### src/rtl/ipsxe_fft_r2_burst_sched.sv
// Radix-2 DIT burst FFT address/sequence controller: one butterfly per cycle, write-back delayed by BF_LATENCY.
// Optional per-stage scaling output is built only when IPSXE_FFT_SCHED_SCALE_EN is defined.
module ipsxe_fft_r2_burst_sched #(
  parameter int LOG2_FFT_LEN = 10,
  parameter int BF_LATENCY   = 6
) (
  input  logic                      i_clk,
  input  logic                      i_rst,
  input  logic                      i_start,
  input  logic [3:0]                i_log2_len,
  input  logic [LOG2_FFT_LEN-1:0]   i_scale_sch,
  output logic                      o_busy,
  output logic                      o_done,
  output logic                      o_rd_en,
  output logic [LOG2_FFT_LEN-1:0]   o_rd_addr_a,
  output logic [LOG2_FFT_LEN-1:0]   o_rd_addr_b,
  output logic [LOG2_FFT_LEN-2:0]   o_tw_addr,
  output logic [3:0]                o_stage,
  output logic                      o_scale,
  output logic                      o_wr_en,
  output logic [LOG2_FFT_LEN-1:0]   o_wr_addr_a,
  output logic [LOG2_FFT_LEN-1:0]   o_wr_addr_b
);
  localparam int AW = LOG2_FFT_LEN;
  localparam int KW = LOG2_FFT_LEN - 1;
  localparam int CW = (BF_LATENCY > 1) ? $clog2(BF_LATENCY) : 1;

  typedef enum logic [1:0] {S_IDLE, S_RUN, S_DRAIN, S_DONE} state_t;

  state_t          r_state, w_nstate;
  logic [3:0]      r_len, w_nlen;
  logic [3:0]      r_stage, w_ns;
  logic [KW-1:0]   r_k, w_nk;
  logic [CW-1:0]   r_cnt, w_ncnt;
  logic            w_issue, w_ndone, w_scale;

  logic            r_busy, r_done, r_rd_en, r_scale;
  logic [AW-1:0]   r_rd_a, r_rd_b;
  logic [KW-1:0]   r_tw;

  logic [3:0]      w_len_clamp;
  logic [KW-1:0]   w_k_max, w_mask, w_pos, w_grp, w_tw;
  logic [AW-1:0]   w_addr_a, w_addr_b;

  assign w_len_clamp = (i_log2_len < 4'd3) ? 4'd3 :
                       (i_log2_len > 4'(LOG2_FFT_LEN)) ? 4'(LOG2_FFT_LEN) : i_log2_len;
  // Wraps to all-ones at the maximum length, which is the intended last index.
  assign w_k_max = (KW'(1) << (r_len - 4'd1)) - KW'(1);

  always_comb begin
    w_nstate = r_state;
    w_nlen   = r_len;
    w_ns     = r_stage;
    w_nk     = r_k;
    w_ncnt   = r_cnt;
    w_issue  = 1'b0;
    w_ndone  = 1'b0;
    case (r_state)
      S_IDLE: if (i_start) begin
        w_nlen   = w_len_clamp;
        w_ns     = 4'd0;
        w_nk     = '0;
        w_issue  = 1'b1;
        w_nstate = S_RUN;
      end
      S_RUN: if (r_k == w_k_max) begin
        w_ncnt   = '0;
        w_nstate = S_DRAIN;
      end else begin
        w_nk    = r_k + KW'(1);
        w_issue = 1'b1;
      end
      S_DRAIN: if (r_cnt == CW'(BF_LATENCY - 1)) begin
        if (r_stage < r_len - 4'd1) begin
          w_ns     = r_stage + 4'd1;
          w_nk     = '0;
          w_issue  = 1'b1;
          w_nstate = S_RUN;
        end else begin
          w_ndone  = 1'b1;
          w_nstate = S_DONE;
        end
      end else begin
        w_ncnt = r_cnt + CW'(1);
      end
      S_DONE: w_nstate = S_IDLE;
      default: w_nstate = S_IDLE;
    endcase
  end

  // addr_a inserts a zero bit at position s of k; addr_b sets that bit.
  assign w_mask   = (KW'(1) << w_ns) - KW'(1);
  assign w_pos    = w_nk & w_mask;
  assign w_grp    = w_nk >> w_ns;
  assign w_addr_a = (AW'(w_grp) << (w_ns + 4'd1)) | AW'(w_pos);
  assign w_addr_b = w_addr_a + (AW'(1) << w_ns);
  assign w_tw     = w_pos << (4'(LOG2_FFT_LEN - 1) - w_ns);

`ifdef IPSXE_FFT_SCHED_SCALE_EN
  logic [AW-1:0] r_sch, w_sch_cur;
  assign w_sch_cur = (r_state == S_IDLE) ? i_scale_sch : r_sch;
  assign w_scale   = w_issue & w_sch_cur[w_ns];
  always_ff @(posedge i_clk) begin
    if (i_rst)                            r_sch <= '0;
    else if (r_state == S_IDLE && i_start) r_sch <= i_scale_sch;
  end
`else
  logic w_unused_sch;
  assign w_unused_sch = ^i_scale_sch;
  assign w_scale      = 1'b0;
`endif

  always_ff @(posedge i_clk) begin
    if (i_rst) begin
      r_state <= S_IDLE;
      r_len   <= '0;
      r_stage <= '0;
      r_k     <= '0;
      r_cnt   <= '0;
      r_busy  <= 1'b0;
      r_done  <= 1'b0;
      r_rd_en <= 1'b0;
      r_rd_a  <= '0;
      r_rd_b  <= '0;
      r_tw    <= '0;
      r_scale <= 1'b0;
    end else begin
      r_state <= w_nstate;
      r_len   <= w_nlen;
      r_stage <= w_ns;
      r_k     <= w_nk;
      r_cnt   <= w_ncnt;
      r_busy  <= (w_nstate != S_IDLE);
      r_done  <= w_ndone;
      r_rd_en <= w_issue;
      r_rd_a  <= w_issue ? w_addr_a : '0;
      r_rd_b  <= w_issue ? w_addr_b : '0;
      r_tw    <= w_issue ? w_tw : '0;
      r_scale <= w_scale;
    end
  end

  // Write-back is purely the read side delayed; reset flushes any in-flight writes.
  logic [BF_LATENCY-1:0]         r_wv;
  logic [BF_LATENCY-1:0][AW-1:0] r_wa, r_wb;

  always_ff @(posedge i_clk) begin
    if (i_rst) begin
      r_wv <= '0;
      r_wa <= '0;
      r_wb <= '0;
    end else begin
      r_wv[0] <= r_rd_en;
      r_wa[0] <= r_rd_a;
      r_wb[0] <= r_rd_b;
      for (int i = 1; i < BF_LATENCY; i++) begin
        r_wv[i] <= r_wv[i-1];
        r_wa[i] <= r_wa[i-1];
        r_wb[i] <= r_wb[i-1];
      end
    end
  end

  assign o_busy      = r_busy;
  assign o_done      = r_done;
  assign o_rd_en     = r_rd_en;
  assign o_rd_addr_a = r_rd_a;
  assign o_rd_addr_b = r_rd_b;
  assign o_tw_addr   = r_tw;
  assign o_stage     = r_stage;
  assign o_scale     = r_scale;
  assign o_wr_en     = r_wv[BF_LATENCY-1];
  assign o_wr_addr_a = r_wa[BF_LATENCY-1];
  assign o_wr_addr_b = r_wb[BF_LATENCY-1];
endmodule

### config.mk
export PLATFORM = sky130hd
export DESIGN_NAME = ipsxe_fft_r2_burst_sched
export DESIGN_NICKNAME = d
export VERILOG_FILES = /design/src/rtl/ipsxe_fft_r2_burst_sched.sv
export SDC_FILE = /design/constraint.sdc
export NUM_CORES = 1
export LEC_CHECK = 0
export CORE_ASPECT_RATIO = 1.2
export CORE_MARGIN = 1
export CORE_UTILIZATION = 45
export DETAILED_ROUTE_END_ITERATION = 16
export GPL_TIMING_DRIVEN = 0
export PLACE_DENSITY = 0.67
export SYNTH_ARGS = -nofsm -noshare
export SYNTH_HDL_FRONTEND = slang
export SYNTH_SLANG_ARGS = --single-unit
### constraint.sdc
create_clock -name i_clk -period 6.4 [get_ports i_clk]
set_input_delay 0.64 -clock i_clk [delete_from_list [all_inputs] [get_ports i_clk]]
set_output_delay 0.64 -clock i_clk [all_outputs]
set_load 0.03 [all_outputs]
==> results by group, run 1 <==
Clocking
  • Clock sink total: 180
  • Skew-Pair Late Insertion Delay: about 0.43 ns
  • Clk slew on worst S/H paths: ~0.080 ns
  • CTS tree: built
  • Deepest clock path buffer count: 2
  • Root Driver: clkbuf_16
  • Htree depth: 4
  • CTS Hold Bufs: 0
  • CTS buffer count: 17

STA
  • Fmax: 0.159 GHz
  • Final Hold Viols: 0
  • RSZ-0062 raised after global routing: yes
  • Worst Skew: 0.00869 ns
  • Slack of the critical path: approximately 0.12 ns
  • Worst Max-Slew Pin Slew: between 0.8 and 0.9 ns
  • Period minus WS final: roughly 6.3 ns
  • Final Setup Violations: 0
  • Final period utilization: 98.2%
  • Max-slew violations: 0
  • Slew HR: 43.4%

Drt
  • Remaining antenna violation count after routing: 0
  • Vias per cell: approximately 5.4
  • First drt pass iteration count: 5
  • Avg WL per Cell: 16.6 µm
  • Iteration-0 DRC count of the detailed router: roughly 400
  • Routed vias: between 6000 and 7000
  • DRC viols: 0
  • WL final: between 20 and 25 mm

Cells and area
  • Final-stage net count: 1082
  • P&R area growth vs syn: 29.4%
  • Antenna cells: 0
  • Layout cell share with drive strength beyond 1: about a fifth
  • Fin cells: between 1000 and 1500

Synthesis
  • Sequential share of the synthesized area: 43.5%
  • EDFF count, synth: 0
  • Main synth FF type: dfxtp_1
  • Post-synth cell types: 92
  • Complex-gate fraction of the synthesized area: 17.5%
  • Synth Area in Adders: around 4.9%
  • Post-synthesis mux area share: about 1.4%
  • Yosys warning total: 0
  • Yosys reg bits: 180
  • Mapped Cells: 903
  • Cell Area, Synth: 8280 µm²
  • Xor and xnor fraction of the mapped netlist area: 2.96%
  • Largest family of logic cells by synthesized area: simple AND/OR/NAND/NOR gates
  • Simple-Gate Fraction of Synth Area: 24.2%
  • Syn nets: 952
  • Ys async rst share: 0%
  • Avg Cell Area, Syn: 9.17 µm²

Setup path
  • Startpoint types: flip-flop
  • Critical Path RT: between 6 and 7 ns
  • Slowest cell delay on critical path: 0.38 ns
  • CP max-delay cell: dfxtp_4
  • Critical path arrival: 6.62 ns
  • Crit path max fanout: 8
  • CP Class: reg -> reg
  • Crit path capture type: flip-flop

Placement
  • Dpl cells: 1186
  • RePlAce Congestion: 0.997
  • Hpwl dp: 14.6 mm
  • Pre-CTS WS: -1.36 ns
  • IO buf count: 63

Pwr
  • Leakage: 4.13 nW
  • Total Power: 2.44 mW
  • Peak supply drop: 0.170 mV
  • Power Density: between 200 and 250 nW/µm²

Global route
  • Met2 usage: 39.3%
  • GRT Util Overall: 22.2%
  • Antenna violations before repair: 0
  • Gr ovfl total: 0
  • Vias in the first global route: 6461
  • Grt met1 use: 25.4%
  • Global-route wire length before repair: roughly 32 mm
  • Met3 usage in global routing: around 4.5%
  • Pin count of the biggest net entering global routing: 23
  • Busiest grt layer: met2

Job
  • Max-cap violation count: 0

Floorplanning
  • Die Area: between 15000 and 20000 µm²
  • Die width: between 100 and 150 µm
  • Std-Cell Rows: 53
  • Core region area: 17800 µm²
  • Die Height: 151 µm
  • Ports: 75
  • Initial Util: 46.6%

Hold path
  • Hold Crit Class: reg -> reg

Status
  • Status: finished clean
==> sequential cells by signal, summed over array words and instances (netlist names), 6 cells and up <==
register and cells:
o_rd_addr_a 10, o_rd_addr_b 10, o_tw_addr 9, o_wr_addr_a 10, o_wr_addr_b 10, r_k 9
r_wa 50, r_wb 50, r_wv 6
==> report_power, final <==
group / switching [mW] / internal, mW
sequential: 0.00773 / 1.13
combinational: 0.136 / 0.0834
clock: 0.534 / 0.546
total: 0.678 / 1.76
==> through the flow <==
step	hold slack, ns	instance area (µm²)	util, %	setup TNS [ns]
finish	0.428	10700	60.3	0
global route	0.440	10700	60.3	-0.185
CTS	0.429	10100	56.9	0
detailed placement	0.420	9180	51.7	-2.65
global placement	0.415	9180	51.7	-2.93
floorplan	0.414	8280	-	0
==> cell usage after synthesis (all sizes together), types with 3 or more instances <==
cell type | number | area (µm²)
dfxtp | 180 | 3600
nor2b | 136 | 851
nand2 | 61 | 234
nor2 | 58 | 220
clkbuf | 36 | 136
a21oi | 35 | 183
o21ai | 32 | 168
buf | 31 | 219
ha | 31 | 388
nand3 | 24 | 125
inv | 22 | 82.6
nor3 | 22 | 120
xnor2 | 19 | 166
and2 | 16 | 100
a31oi | 15 | 100
o211ai | 14 | 134
a211oi | 12 | 95.1
nand2b | 10 | 62.6
xor2 | 9 | 78.8
and3 | 8 | 50.1
a22oi | 7 | 62.6
mux2i | 7 | 82.6
o31ai | 7 | 57.6
or2 | 7 | 43.8
o21a | 6 | 45.0
o21bai | 6 | 45.0
a211o | 5 | 43.8
nand3b | 5 | 37.5
nand4b | 5 | 43.8
o2bb2ai | 5 | 43.8
or3 | 5 | 36.3
a2111oi | 4 | 48.8
a21o | 4 | 30.0
a41oi | 4 | 35.0
nand4 | 4 | 31.3
nor4 | 4 | 25.0
o221ai | 4 | 41.3
o311ai | 4 | 42.6
a311oi | 3 | 32.5
mux2 | 3 | 33.8
o22ai | 3 | 25.0
==> worst max-delay path, delay by kind of cell, from the launching register on <==
kind | cells | cell delay (ns)
AOI/OAI and AO/OA | 18 | 3.05
and+or+nand+nor | 6 | 0.97
buffers and inverters | 6 | 0.79
adders and majority gates | 3 | 0.55
xor gates and xnor gates | 3 | 0.43
DFF | 1 | 0.38
==> cell type report <==
type	instances	area (µm²)
repair buffers	113	1020
multi-input cells	632	4690
well taps	220	275
flip-flops and latches	180	3610
inverters	24	98.8
fillers	1532	7060
plain buffers	65	382
clock inverters	15	215
clock buffers	17	425
==> repair_timing <==
action,4_1_cts,5_1_grt
endpoints found under the setup margin,6,1
cloned,0,0
pin swaps,10,40
resized for setup,58,58
setup buffers,8,42
endpoints found under the hold margin,0,0
==> cell families after synthesis <==
logic type | count (synthesis)
AO/OA/AOI/OAI | 193
adder cells (fa/ha/maj) | 32
flip-flops | 180
AND/OR/NAND/NOR | 368
other | 1
buffers and inverters | 91
XOR/XNOR | 28
multiplexers | 10
==> placed cells by master (no fill, tap or decap), types with 7 or more instances in the layout <==
cell,Yosys,routed
nand2_1,59,56
nand2b_1,10,9
a31oi_1,14,13
a211oi_1,11,10
nor3_1,20,18
clkinv_8,0,7
clkbuf_1,35,25
buf_4,22,74
xnor2_1,19,18
nand3_1,23,21
nor2_1,57,55
a21oi_1,33,29
ha_1,31,22
nor2b_1,136,136
dfxtp_1,180,178
clkbuf_16,0,17
o21ai_0,20,17
inv_1,22,17
and2_1,16,16
clkdlybuf4s50_1,0,63
o211ai_1,10,10
and3_1,8,8
==> worst paths after layout <==
path	cells past startpoint	from	to	slack (ns)
max reg2reg	36	r_len[0]$_SDFFE_PP0P_	o_rd_addr_b[9]$_SDFF_PP0_	0.12
min reg2reg	1	r_wb[27]$_SDFF_PP0_	r_wb[37]$_SDFF_PP0_	0.43
max	36	r_len[0]$_SDFFE_PP0P_	o_rd_addr_b[9]$_SDFF_PP0_	0.12
min	1	r_wb[27]$_SDFF_PP0_	r_wb[37]$_SDFF_PP0_	0.43
==> layer usage <==
layer  wire length [µm]  part of all wire [%]
met4                864                   4.1
met1               8590                    41
met3               1180                   5.6
met5                  0                     0
met2              10400                    49
No activity file was read; power rests on OpenSTA's default activity.
==> run 2, diff against run 1 <==
--- a/config.mk
+++ b/config.mk
@@ -8,9 +8,11 @@
 export CORE_ASPECT_RATIO = 1.2
 export CORE_MARGIN = 1
 export CORE_UTILIZATION = 45
+export CTS_CLUSTER_DIAMETER = 150
 export DETAILED_ROUTE_END_ITERATION = 16
 export GPL_TIMING_DRIVEN = 0
 export PLACE_DENSITY = 0.67
+export REMOVE_ABC_BUFFERS = 1
 export SYNTH_ARGS = -nofsm -noshare
 export SYNTH_HDL_FRONTEND = slang
 export SYNTH_SLANG_ARGS = --single-unit
==> results by group, run 2 (same netlist as run 1, synthesis figures left out) <==
Status
  • Status: finished clean (unchanged)

Clocking
  • CTS buffer count: 17 (unchanged)
  • Clk slew on worst S/H paths: 0.07 ns (was 0.08 ns)
  • Root Driver: clkbuf_16 (unchanged)
  • Deepest clock path buffer count: 2 (unchanged)
  • Htree depth: 4 (unchanged)
  • CTS tree: built (unchanged)
  • Clock sink total: 180 (unchanged)
  • Skew-Pair Late Insertion Delay: 0.43 ns (about the same)

Cells and area
  • Fin cells: 1195 (was 1266)
  • Multi-input gate area: 4620 µm² (was 4690 µm²)
  • Most common cell after layout, fill and taps aside: dfxtp_1 (unchanged)
  • FF+latch area: 3610 µm² (about the same)
  • # fillers: 1561 (was 1532)
  • Layout cell share with drive strength beyond 1: 17.6% (was 20.5%)
  • Most frequent cells in the layout: 177 x dfxtp_1, 136 x nor2b_1, 62 x clkdlybuf4s50_1 (was 178 x dfxtp_1, 136 x nor2b_1, 74 x buf_4)
  • Largest registers: r_wa x50, r_wb x50 (unchanged)
  • P&R area growth vs syn: 23.4% (was 29.4%)
  • Antenna cells: 0 (unchanged)
  • Final-stage net count: 1011 (was 1082)

Pwr
  • Comb pwr share: 8.0% (was 9.0%)
  • Clk pwr share: 44.7% (was 44.3%)
  • Total Power: 2.40 mW (was 2.44 mW)
  • Peak supply drop: 0.173 mV (was 0.170 mV)
  • Power Density: 235 nW/µm² (was 227 nW/µm²)
  • Int Pwr: 1.81 mW (was 1.76 mW)
  • NetSw: 0.599 mW (was 0.678 mW)
  • Reg power frac: 47.4% (was 46.6%)
  • Leakage: 3.87 nW (was 4.13 nW)
  • Fraction of power spent switching nets: 24.9% (was 27.8%)

STA
  • Final Setup Violations: 0 (unchanged)
  • Worst Skew: 0.0106 ns (was 0.00869 ns)
  • Fmax: 0.164 GHz (was 0.159 GHz)
  • Final Hold Viols: 0 (unchanged)
  • Max-slew violations: 0 (unchanged)
  • Slew HR: 34.9% (was 43.4%)
  • Worst Max-Slew Pin Slew: 0.969 ns (was 0.844 ns)
  • Period minus WS final: 6.10 ns (was 6.28 ns)
  • Final period utilization: 95.3% (was 98.2%)

Placement
  • Dpl cells: 1121 (was 1186)
  • RePlAce Congestion: 0.894 (was 0.997)
  • Hpwl dp: 12.9 mm (was 14.6 mm)
  • IO buf count: 63 (unchanged)

Global route
  • Global-route wire length before repair: 30.4 mm (was 32.4 mm)
  • Vias in the first global route: 5977 (was 6461)
  • Gr ovfl total: 0 (unchanged)
  • Antenna violations before repair: 0 (unchanged)
  • GRT Util Overall: 20.5% (was 22.2%)
  • Pin count of the biggest net entering global routing: 89 (was 23)

Setup path
  • Crit path capture type: flip-flop (unchanged)
  • CP max-delay cell: dfxtp_4 (unchanged)
  • Crit-path most repeated cell: a21oi_2
  • CP Class: reg -> reg (unchanged)
  • Slowest cell delay on critical path: 0.38 ns (about the same)
  • Register-to-register setup slack: 0.30 ns (was 0.12 ns)
  • Critical Path RT: 6.76 ns (was 6.74 ns)
  • Startpoint types: flip-flop (unchanged)
  • Critical path arrival: 6.46 ns (was 6.62 ns)
  • Crit path max fanout: 7 (was 8)

Floorplanning
  • Initial Util: 46.6% (unchanged)
  • Die width: 126 µm (unchanged)
  • Die Height: 151 µm (unchanged)
  • Core region area: 17800 µm² (unchanged)
  • Die Area: 18900 µm² (unchanged)
  • Ports: 75 (unchanged)
  • Std-Cell Rows: 53 (unchanged)

Drt
  • WL final: 19.1 mm (was 21.0 mm)
  • Iteration-0 DRC count of the detailed router: 442 (was 408)
  • Routed vias: 6587 (was 6897)
  • DRC viols: 0 (unchanged)
  • Remaining antenna violation count after routing: 0 (unchanged)
  • First drt pass iteration count: 5 (unchanged)
  • Vias per cell: 5.51 (was 5.45)
  • Avg WL per Cell: 16.0 µm (was 16.6 µm)

Job
  • Max-cap violation count: 0 (unchanged)

Hold path
  • Hold Crit Class: reg -> reg (unchanged)
run 2: power groups by stage:
stage / logic [mW] / registers (mW) / clock network, mW
6_report: 0.192 / 1.14 / 1.07
5_1_grt: 0.210 / 1.14 / 1.15
4_1_cts: 0.172 / 1.14 / 1.10
3_5_place_dp: 0.158 / 1.16 / 0
3_3_place_gp: 0.155 / 1.16 / 0
2_1_floorplan: 0.0996 / 1.17 / 0
run 2: final timing paths:
kind                                            start                         to  cells after the start
worst max-delay path            r_len[0]$_SDFFE_PP0P_  o_rd_addr_b[9]$_SDFF_PP0_                     35
worst min-delay path              r_wb[29]$_SDFF_PP0_        r_wb[39]$_SDFF_PP0_                      1
worst max register to register  r_len[0]$_SDFFE_PP0P_  o_rd_addr_b[9]$_SDFF_PP0_                     35
worst min register to register    r_wb[29]$_SDFF_PP0_        r_wb[39]$_SDFF_PP0_                      1
run 2: critical path, delay by kind of cell (launching register included):
family / cells / cell delay [ns]
AO/OA/AOI/OAI: 19 / 2.81
AND/OR/NAND/NOR: 5 / 0.87
buffers and inverters: 5 / 0.70
adder cells (fa/ha/maj): 3 / 0.69
XOR/XNOR: 3 / 0.57
flip-flops: 1 / 0.38
run 2: layout make-up:
class	count	area share [%]
multi-input combinational	633	45.2
sequential	180	35.4
timing repair buffer	105	9.55
clock buffer	18	4.30
tap	220	2.70
clock inverter	14	1.86
inverter	24	0.968
timing repair inverter	1	0.0490
run 2: what timing repair did:
| action | CTS | global route |
|---|---|---|
| setup endpoints to repair | 3 | 1 |
| setup buffers | 17 | 23 |
| pin swaps | 11 | 23 |
| hold buffers | 0 | 0 |
| resized for setup | 36 | 44 |
| gates cloned | 1 | 1 |
run 2: stage by stage:
stage / utilization (%) / hold WS, ns / setup WS [ns] / area [µm²] / setup TNS (ns)
global placement: 49.7 / 0.415 / -3.46 / 8830 / -50.11
floorplan: - / 0.414 / -0.873 / 7920 / -1.23
finish: 57.5 / 0.429 / 0.303 / 10200 / 0
detailed placement: 49.9 / 0.420 / -1.00 / 8870 / -1.26
CTS: 55.1 / 0.433 / 0.0392 / 9790 / 0
global route: 57.5 / 0.450 / -0.0665 / 10200 / -0.0665
run 2: metal layers:
| layer | GRT usage (%) | routed length (µm) | vias to the layer above |
|---|---|---|---|
| met5 | 0 | 0 | - |
| met4 | 10.8 | 932 | 0 |
| met3 | 4.02 | 891 | 66 |
| met2 | 36.8 | 9560 | 225 |
| met1 | 22.9 | 7750 | 3056 |
| li1 | - | - | 3240 |
